## config.mk

```make
export PLATFORM = sky130hd
export DESIGN_NAME = udp_rx_arbiter
export DESIGN_NICKNAME = d
export VERILOG_FILES = /design/src/rtl/udp_rx_arbiter.sv
export SDC_FILE = /design/constraint.sdc
export NUM_CORES = 1
export LEC_CHECK = 0
export CORE_UTILIZATION = 45
export CTS_BUF_LIST = sky130_fd_sc_hd__clkbuf_4 sky130_fd_sc_hd__clkbuf_8
export CTS_CLUSTER_SIZE = 25
export DETAILED_ROUTE_END_ITERATION = 8
export DONT_BUFFER_PORTS = 1
export PLACE_DENSITY = 0.67
export SYNTH_ARGS = -nofsm -noshare
export SYNTH_HDL_FRONTEND = slang
export SYNTH_SLANG_ARGS = --single-unit
```

## constraint.sdc

```tcl
create_clock -name main_clk -period 1.75 [get_ports main_clk]
set_input_delay 0.0875 -clock main_clk [delete_from_list [all_inputs] [get_ports main_clk]]
set_output_delay 0.0875 -clock main_clk [all_outputs]
set_load 0.1 [all_outputs]
```

## src/rtl/udp_rx_arbiter.sv

```systemverilog
// udp_rx_arbiter: two-requester, frame-granular round-robin arbiter that
// feeds one Ethernet byte stream into a downstream UDP parser.
//
// Ports:
//   main_clk, main_rst          clock, synchronous active-high reset
//   reqN_byte/valid/last        requester N byte stream (N = 0, 1)
//   reqN_ready                  requester N byte accepted this cycle
//   eth_byte, input_ready       registered output byte and its strobe
//   grant                       one-hot current owner, 2'b00 when none
//   frame_abort                 one-cycle pulse when a frame stalls out
//   busy                        high whenever the arbiter is not IDLE
module udp_rx_arbiter #(
  parameter int IFG_CYCLES     = 4,
  parameter int TIMEOUT_CYCLES = 255
) (
  input  logic       main_clk,
  input  logic       main_rst,
  input  logic [7:0] req0_byte,
  input  logic       req0_valid,
  input  logic       req0_last,
  output logic       req0_ready,
  input  logic [7:0] req1_byte,
  input  logic       req1_valid,
  input  logic       req1_last,
  output logic       req1_ready,
  output logic [7:0] eth_byte,
  output logic       input_ready,
  output logic [1:0] grant,
  output logic       frame_abort,
  output logic       busy
);

  localparam int GAP_W = (IFG_CYCLES > 1) ? $clog2(IFG_CYCLES) : 1;
  localparam logic [GAP_W-1:0] GAP_LAST =
    (IFG_CYCLES > 0) ? GAP_W'(IFG_CYCLES - 1) : '0;
  // Abort fires on the no-transfer cycle that would bring the stall count
  // to TIMEOUT_CYCLES, so the counter itself never has to hold that value.
  localparam logic [15:0] STALL_LAST = 16'(TIMEOUT_CYCLES - 1);

  typedef enum logic [1:0] {IDLE, STREAM, GAP} state_t;

  state_t           state, state_nx;
  logic [1:0]       grant_q, grant_nx;
  logic             last_grant, last_grant_nx;   // 1: requester 1 owned last
  logic [15:0]      stall_cnt, stall_nx;
  logic [GAP_W-1:0] gap_cnt, gap_nx;
  logic [7:0]       eth_q, eth_nx;
  logic             ir_q, ir_nx;
  logic             abort_q, abort_nx;

  logic             xfer;
  logic             pick1;
  logic [7:0]       sel_byte;
  logic             sel_last;

  assign req0_ready  = (state == STREAM) && grant_q[0];
  assign req1_ready  = (state == STREAM) && grant_q[1];
  assign eth_byte    = eth_q;
  assign input_ready = ir_q;
  assign grant       = grant_q;
  assign frame_abort = abort_q;
  assign busy        = (state != IDLE);

  assign sel_byte = grant_q[1] ? req1_byte : req0_byte;
  assign sel_last = grant_q[1] ? req1_last : req0_last;
  assign xfer     = (req0_ready && req0_valid) || (req1_ready && req1_valid);
  // Requester 1 wins when it is alone, or when both ask and 0 owned last.
  assign pick1    = req1_valid && (!req0_valid || !last_grant);

  always_comb begin
    state_nx      = state;
    grant_nx      = grant_q;
    last_grant_nx = last_grant;
    stall_nx      = stall_cnt;
    gap_nx        = gap_cnt;
    eth_nx        = eth_q;
    ir_nx         = 1'b0;
    abort_nx      = 1'b0;
    case (state)
      IDLE: begin
        if (req0_valid || req1_valid) begin
          grant_nx      = pick1 ? 2'b10 : 2'b01;
          last_grant_nx = pick1;
          stall_nx      = '0;
          state_nx      = STREAM;
        end
      end
      STREAM: begin
        if (xfer) begin
          eth_nx   = sel_byte;
          ir_nx    = 1'b1;
          stall_nx = '0;
        end else if (stall_cnt < STALL_LAST) begin
          stall_nx = stall_cnt + 16'd1;
        end else begin
          abort_nx = 1'b1;
        end
        if ((xfer && sel_last) || abort_nx) begin
          grant_nx = 2'b00;
          stall_nx = '0;
          gap_nx   = '0;
          state_nx = (IFG_CYCLES == 0) ? IDLE : GAP;
        end
      end
      GAP: begin
        if (gap_cnt >= GAP_LAST) begin
          gap_nx   = '0;
          state_nx = IDLE;
        end else begin
          gap_nx = gap_cnt + 1'b1;
        end
      end
      default: state_nx = IDLE;
    endcase
  end

  always_ff @(posedge main_clk) begin
    if (main_rst) begin
      state      <= IDLE;
      grant_q    <= 2'b00;
      last_grant <= 1'b1;
      stall_cnt  <= '0;
      gap_cnt    <= '0;
      eth_q      <= 8'h00;
      ir_q       <= 1'b0;
      abort_q    <= 1'b0;
    end else begin
      state      <= state_nx;
      grant_q    <= grant_nx;
      last_grant <= last_grant_nx;
      stall_cnt  <= stall_nx;
      gap_cnt    <= gap_nx;
      eth_q      <= eth_nx;
      ir_q       <= ir_nx;
      abort_q    <= abort_nx;
    end
  end

endmodule

```

; Word-level counts from Yosys, hierarchy flattened
; Cells that the tools add are included.
[totals]
regBits = 33
latchBits = 0
ramBits = 0
rom_bits = 0
in_bits = 22
output_inout_bits = 15
wordCells = 63
n_memories = 0
[op_classes]
add_sub_neg = 2
n_mul = 0
div = 0
order_cmp = 2
n_eq_ne = 6
n_shift = 0
muxes = 21
bitwise_logic = 1
reduce_logical = 23
[ops]
columns = operator, count
row1 = $mux 16, 4
row2 = $pmux 16 s2, 1
row3 = $add 16x1->16 const B, 1
row4 = $lt 16x8->1 const B, 1
row5 = $mux 2, 7
row6 = $reduce_and 3->1, 3
row7 = $mux 8, 1
row8 = $pmux 2 s2, 2
row9 = $logic_and 1x1->1, 6
row10 = $pmux 2 s3, 1
row11 = $reduce_and 2->1, 3
row12 = $reduce_bool 2->1, 3
row13 = $mux 1, 5
row14 = $logic_or 1x1->1, 4
row15 = $ne 2x2->1 const B, 2
row16 = $ne 4x2->1 const B, 1
row17 = $add 2x1->2 const B, 1
row18 = $eq 2x1->1 const B, 1
row19 = $eq 2x2->1 const B, 1
row20 = $ge 2x2->1 const B, 1
row21 = $logic_not 1->1, 2
row22 = $logic_not 2->1, 1
row23 = $ne 2x1->1 const B, 1
row24 = $reduce_or 2->1, 1
row25 = $not 1->1, 1

; Longest topological paths before layout
[depth]
word_depth = 9
ltp_mapped = 7
depth_no_buf = 5

; Worst setup path after synthesis
; OpenSTA, ideal clock, no wires.
[synth_timing]
path_kind = flip-flop to output port
startpoint = reg grant_q[1], in the netlist grant[1]
endpoint = out req1_ready
arrival_ps = 2300
required_time_ps = 1662
path_slack_ps = -637
stages_incl_launch_ff = 3
n_path_buf = 1
path_cell_list = dfxtp_1 -> buf_1 -> and2_1
[synth_via]
elab_chain_len = 1
[synth_lines]
columns = item, line_no
row1 = "start, declared", 43  ; logic [1:0] grant_q, grant_nx;
row2 = "start signal, assigned", 129  ; grant_q <= grant_nx;
row3 = $logic_and 1x1->1, 57  ; assign req1_ready = (state == STREAM) && grant_q[1];
row4 = "end, declared", 25  ; output logic req1_ready,
; Every way passes these cells.

; Worst setup path after layout
[layout_timing]
startpoint = reg stall_cnt[11]
endpoint = reg grant_q[0], in the netlist grant[0]
[layout_via]
elab_chain_len = 7
[layout_lines]
columns = item, line_no
row1 = "start, declared", 45  ; logic [15:0] stall_cnt, stall_nx;
row2 = "start signal, assigned", 131  ; stall_cnt <= stall_nx;
row3 = $lt 16x8->1, 93  ; end else if (stall_cnt < STALL_LAST) begin
row4 = $mux 1, 93
row5 = $mux 1, 89  ; if (xfer) begin
row6 = $mux 1, 79  ; case (state)
row7 = $logic_or 1x1->1, 98  ; if ((xfer && sel_last) || abort_nx) begin
row8 = $ne 2x1->1 (no line), -
row9 = $reduce_and 3->1 (no line), -
; Every way passes these cells. The select of a mux whose other input is x is not followed.
; A chain may end at the register's enable or synchronous reset.

==> impl_metrics.csv <==
group,metric,value,unit
logic_synthesis,synthArstFlopShare,0,%
power,share_seq_of_total_power,47.7,%
floorplan,rows,21,
sta,relSlewSlack,66.5,%
hold_path,min_path_cells,2,
worst_setup_path,worstSetupPathType,"flop to flop",
sta,holdWs,-7.19,ps
drt,wl_per_cell,15.7,um
placed_design,port_buffers,0,
run_status,status,"finished with violations",
logic_synthesis,yosysWarnings,0,
finish,synthToLayoutAreaGrowth,39.0,%
clocking,path_clk_slew,100,ps
drt,drc,0,
finish,fin_nets,265,
sta,hold_viol,1,
sta,rsz0062_at_grt,"true",
drt,vias,1682,
sta,fin_crit_sh,103,%
floorplan,die_w,62.1,um
drt,dr.pass1.iters,4,
power,power_density,735,nW/um^2
sta,setup_viol,5,
finish,diodes,0,
grt,grt_overflow_total,0,
placed_design,place_area,1940,um^2
power,ir_drop,0.611,mV
run,drv_cap,0,
power,cellInternalPower,1.11,mW
worst_setup_path,timing.rr.end,"grant[0]",
hold_path,hp-start,"req1_byte[0]",
sta,skew,5.69,ps
hold_path,min_to,"eth_byte[0]",
worst_setup_path,r2r_cells,6,
clocking,cts_tree,"done",
finish,fin_area,2260,um^2
worst_setup_path,rr_startpoint,"stall_cnt[11]",
finish,drive_gt1_share,32.4,%
sta,worst_pin_slew,502,ps
worst_setup_path,required,2020,ps
logic_synthesis,synth_cell_type_count,40,
clocking,clock-root-buffer,"clkbuf_4",
grt,antenna_found_initial,0,
grt,grt_pass1_wl,7.59,mm
grt,grt_pass1_vias,1677,
floorplan,die_h,62.1,um
drt,final_antenna_net_count,0,
grt,grt_max_degree,18,
floorplan,io_pins,37,
grt,track_usage,24.6,%
worst_setup_path,r2r_slack,-50,ps
power,p_clk_share,27.8,%
logic_synthesis,netlist.top_cell.by_area,"dfxtp_1",
power,p_comb_share,24.5,%
sta,timing.fmax,557,MHz
logic_synthesis,synth-edff-count,0,
logic_synthesis,syn_nets,211,
logic_synthesis,syn_inst,187,
run_status,violations,"hold timing, setup timing",
power,p_sw,0.559,mW
hold_path,hold_path.class,"input pin to flop",
placed_design,gp_congestion,0.873,
clocking,numCtsBuffers,5,
sta,final_max_slew_viol_count,0,
logic_synthesis,synth_seq_cells,33,
floorplan,core,3390,um^2
sta,post-route-min-period,1800,ps
placed_design,pre_cts_slack,-103,ps
sta,worst_slack,-46.1,ps
drt,drt_wl_total,4.52,mm
worst_setup_path,path_max_fanout,5,
floorplan,dieArea,3860,um^2
worst_setup_path,crit_path_end_kind,"flop",
finish,fin_cells,287,
worst_setup_path,start_kind,"flop",
drt,drt_iter0_markers,73,
placed_design,place_inst,261,
clocking,htree_levels,2,
worst_setup_path,arrival,2060,ps
logic_synthesis,syn-cell-area,1630,um^2
logic_synthesis,synth.area.top_cells,"dfxtp_1, a211oi_1, mux2i_1",
placed_design,dpl.hpwl,2.89,mm
logic_synthesis,synth_ff_type,"dfxtp_1",
clocking,clock_path_buffers,2,
logic_synthesis,synth.most_common_cell,"dfxtp_1",
floorplan,start_util,48.0,%
power,switching_share,33.6,%
logic_synthesis,synth_top_area_share,40.6,%
drt,via_per_inst,5.86,
logic_synthesis,ys_seq_area_share,40.6,%
power,leakagePower,0.813,nW
logic_synthesis,synth.avg_cell_area,8.70,um^2
clocking,clock_latency,330,ps
logic_synthesis,yosys-top-cells-count,"dfxtp_1, nand2_1, a211oi_1",
clocking,cts_sinks,33,
critical path: stages, from the launching register on:
cell	delay, ps
dfxtp_2	340
nor4_2	280
buf_4	170
o211ai_1	200
buf_4	220
o211ai_1	310
mux2i_1	230
layout make-up:
| cell class | count | area, um^2 |
|---|---|---|
| timing repair buffer | 55 | 457 |
| tap | 46 | 57.6 |
| clock buffer | 7 | 58.8 |
| fill | 264 | 1130 |
| sequential | 33 | 683 |
| multi-input combinational | 141 | 988 |
| inverter | 5 | 18.8 |
worst max path at each step:
stage             startpoint            end  cells after the start
2_1_floorplan   stall_cnt[1]  stall_cnt[10]                      6
3_3_place_gp   stall_cnt[10]       state[1]                      5
3_5_place_dp    stall_cnt[7]  stall_cnt[10]                      4
4_1_cts        stall_cnt[13]       state[1]                      6
5_1_grt        stall_cnt[11]   stall_cnt[3]                      6
6_report       stall_cnt[11]       grant[0]                      6
cells in the final DEF (no fill, tap or decap), drive strengths merged, types with 4 or more instances in the layout:
master       count
clkbuf           7
mux2i           11
dlygate4sd3     16
buf             39
dfxtp           33
or3              8
nor2            14
nand4            7
inv              4
a21oi            5
nand3            8
a31oi            5
a211oi          15
nor3            10
or4              5
o21ai            7
nand2           18
cells by family (layout without fill, tap and decap cells):
kind of cell	after synthesis	after routing	synth area share, %
fa+ha+maj	2	2	1.54
compound gates	46	46	20.0
mux	11	11	6.76
buf+inv	13	67	4.23
xor+xnor	1	1	0.538
simple gates	81	81	26.4
flops	33	33	40.6
power by group through the flow:
stage,Sequential [mW],Clock [mW],Combinational [mW]
floorplan,0.924,0,0.169
global placement,0.809,0,0.348
detailed placement,0.811,0,0.356
CTS,0.794,0.465,0.389
global route,0.797,0.511,0.431
finish,0.794,0.462,0.408
registers in the layout, summed over array words and instances (netlist names):
signal       flops
gap_cnt          2
stall_cnt       16
last_grant       1
frame_abort      1
eth_byte         8
state            2
input_ready      1
grant            2
per-layer routing:
layer | up-vias | GRT usage [%] | routed length (um)
li1 | 820 | - | -
met1 | 785 | 28.4 | 1840
met2 | 69 | 42.7 | 2340
met3 | 8 | 6.99 | 251
met4 | 0 | 9.59 | 89
met5 | - | 0 | 0
repair_timing:
item	4_1_cts	5_1_grt
pin swaps	8	9
setup endpoints to repair	16	19
buffers inserted	1	2
hold endpoints to repair	13	2
hold buffers	14	2
resized for setup	8	12
per-stage QoR:
step / setup TNS [ps] / util, % / hold slack (ps) / total power [mW]
after detailed placement: -589 / 57.3 / 163 / 1.17
after global routing: -824 / 66.8 / -3.53 / 1.74
after floorplan: -3.67 / - / 166 / 1.09
after global placement: -77.2 / 57.3 / 163 / 1.16
after CTS: -36.2 / 64.3 / 0.347 / 1.65
final: -122 / 66.8 / -7.19 / 1.66
Power figures use the tool's default switching activity.
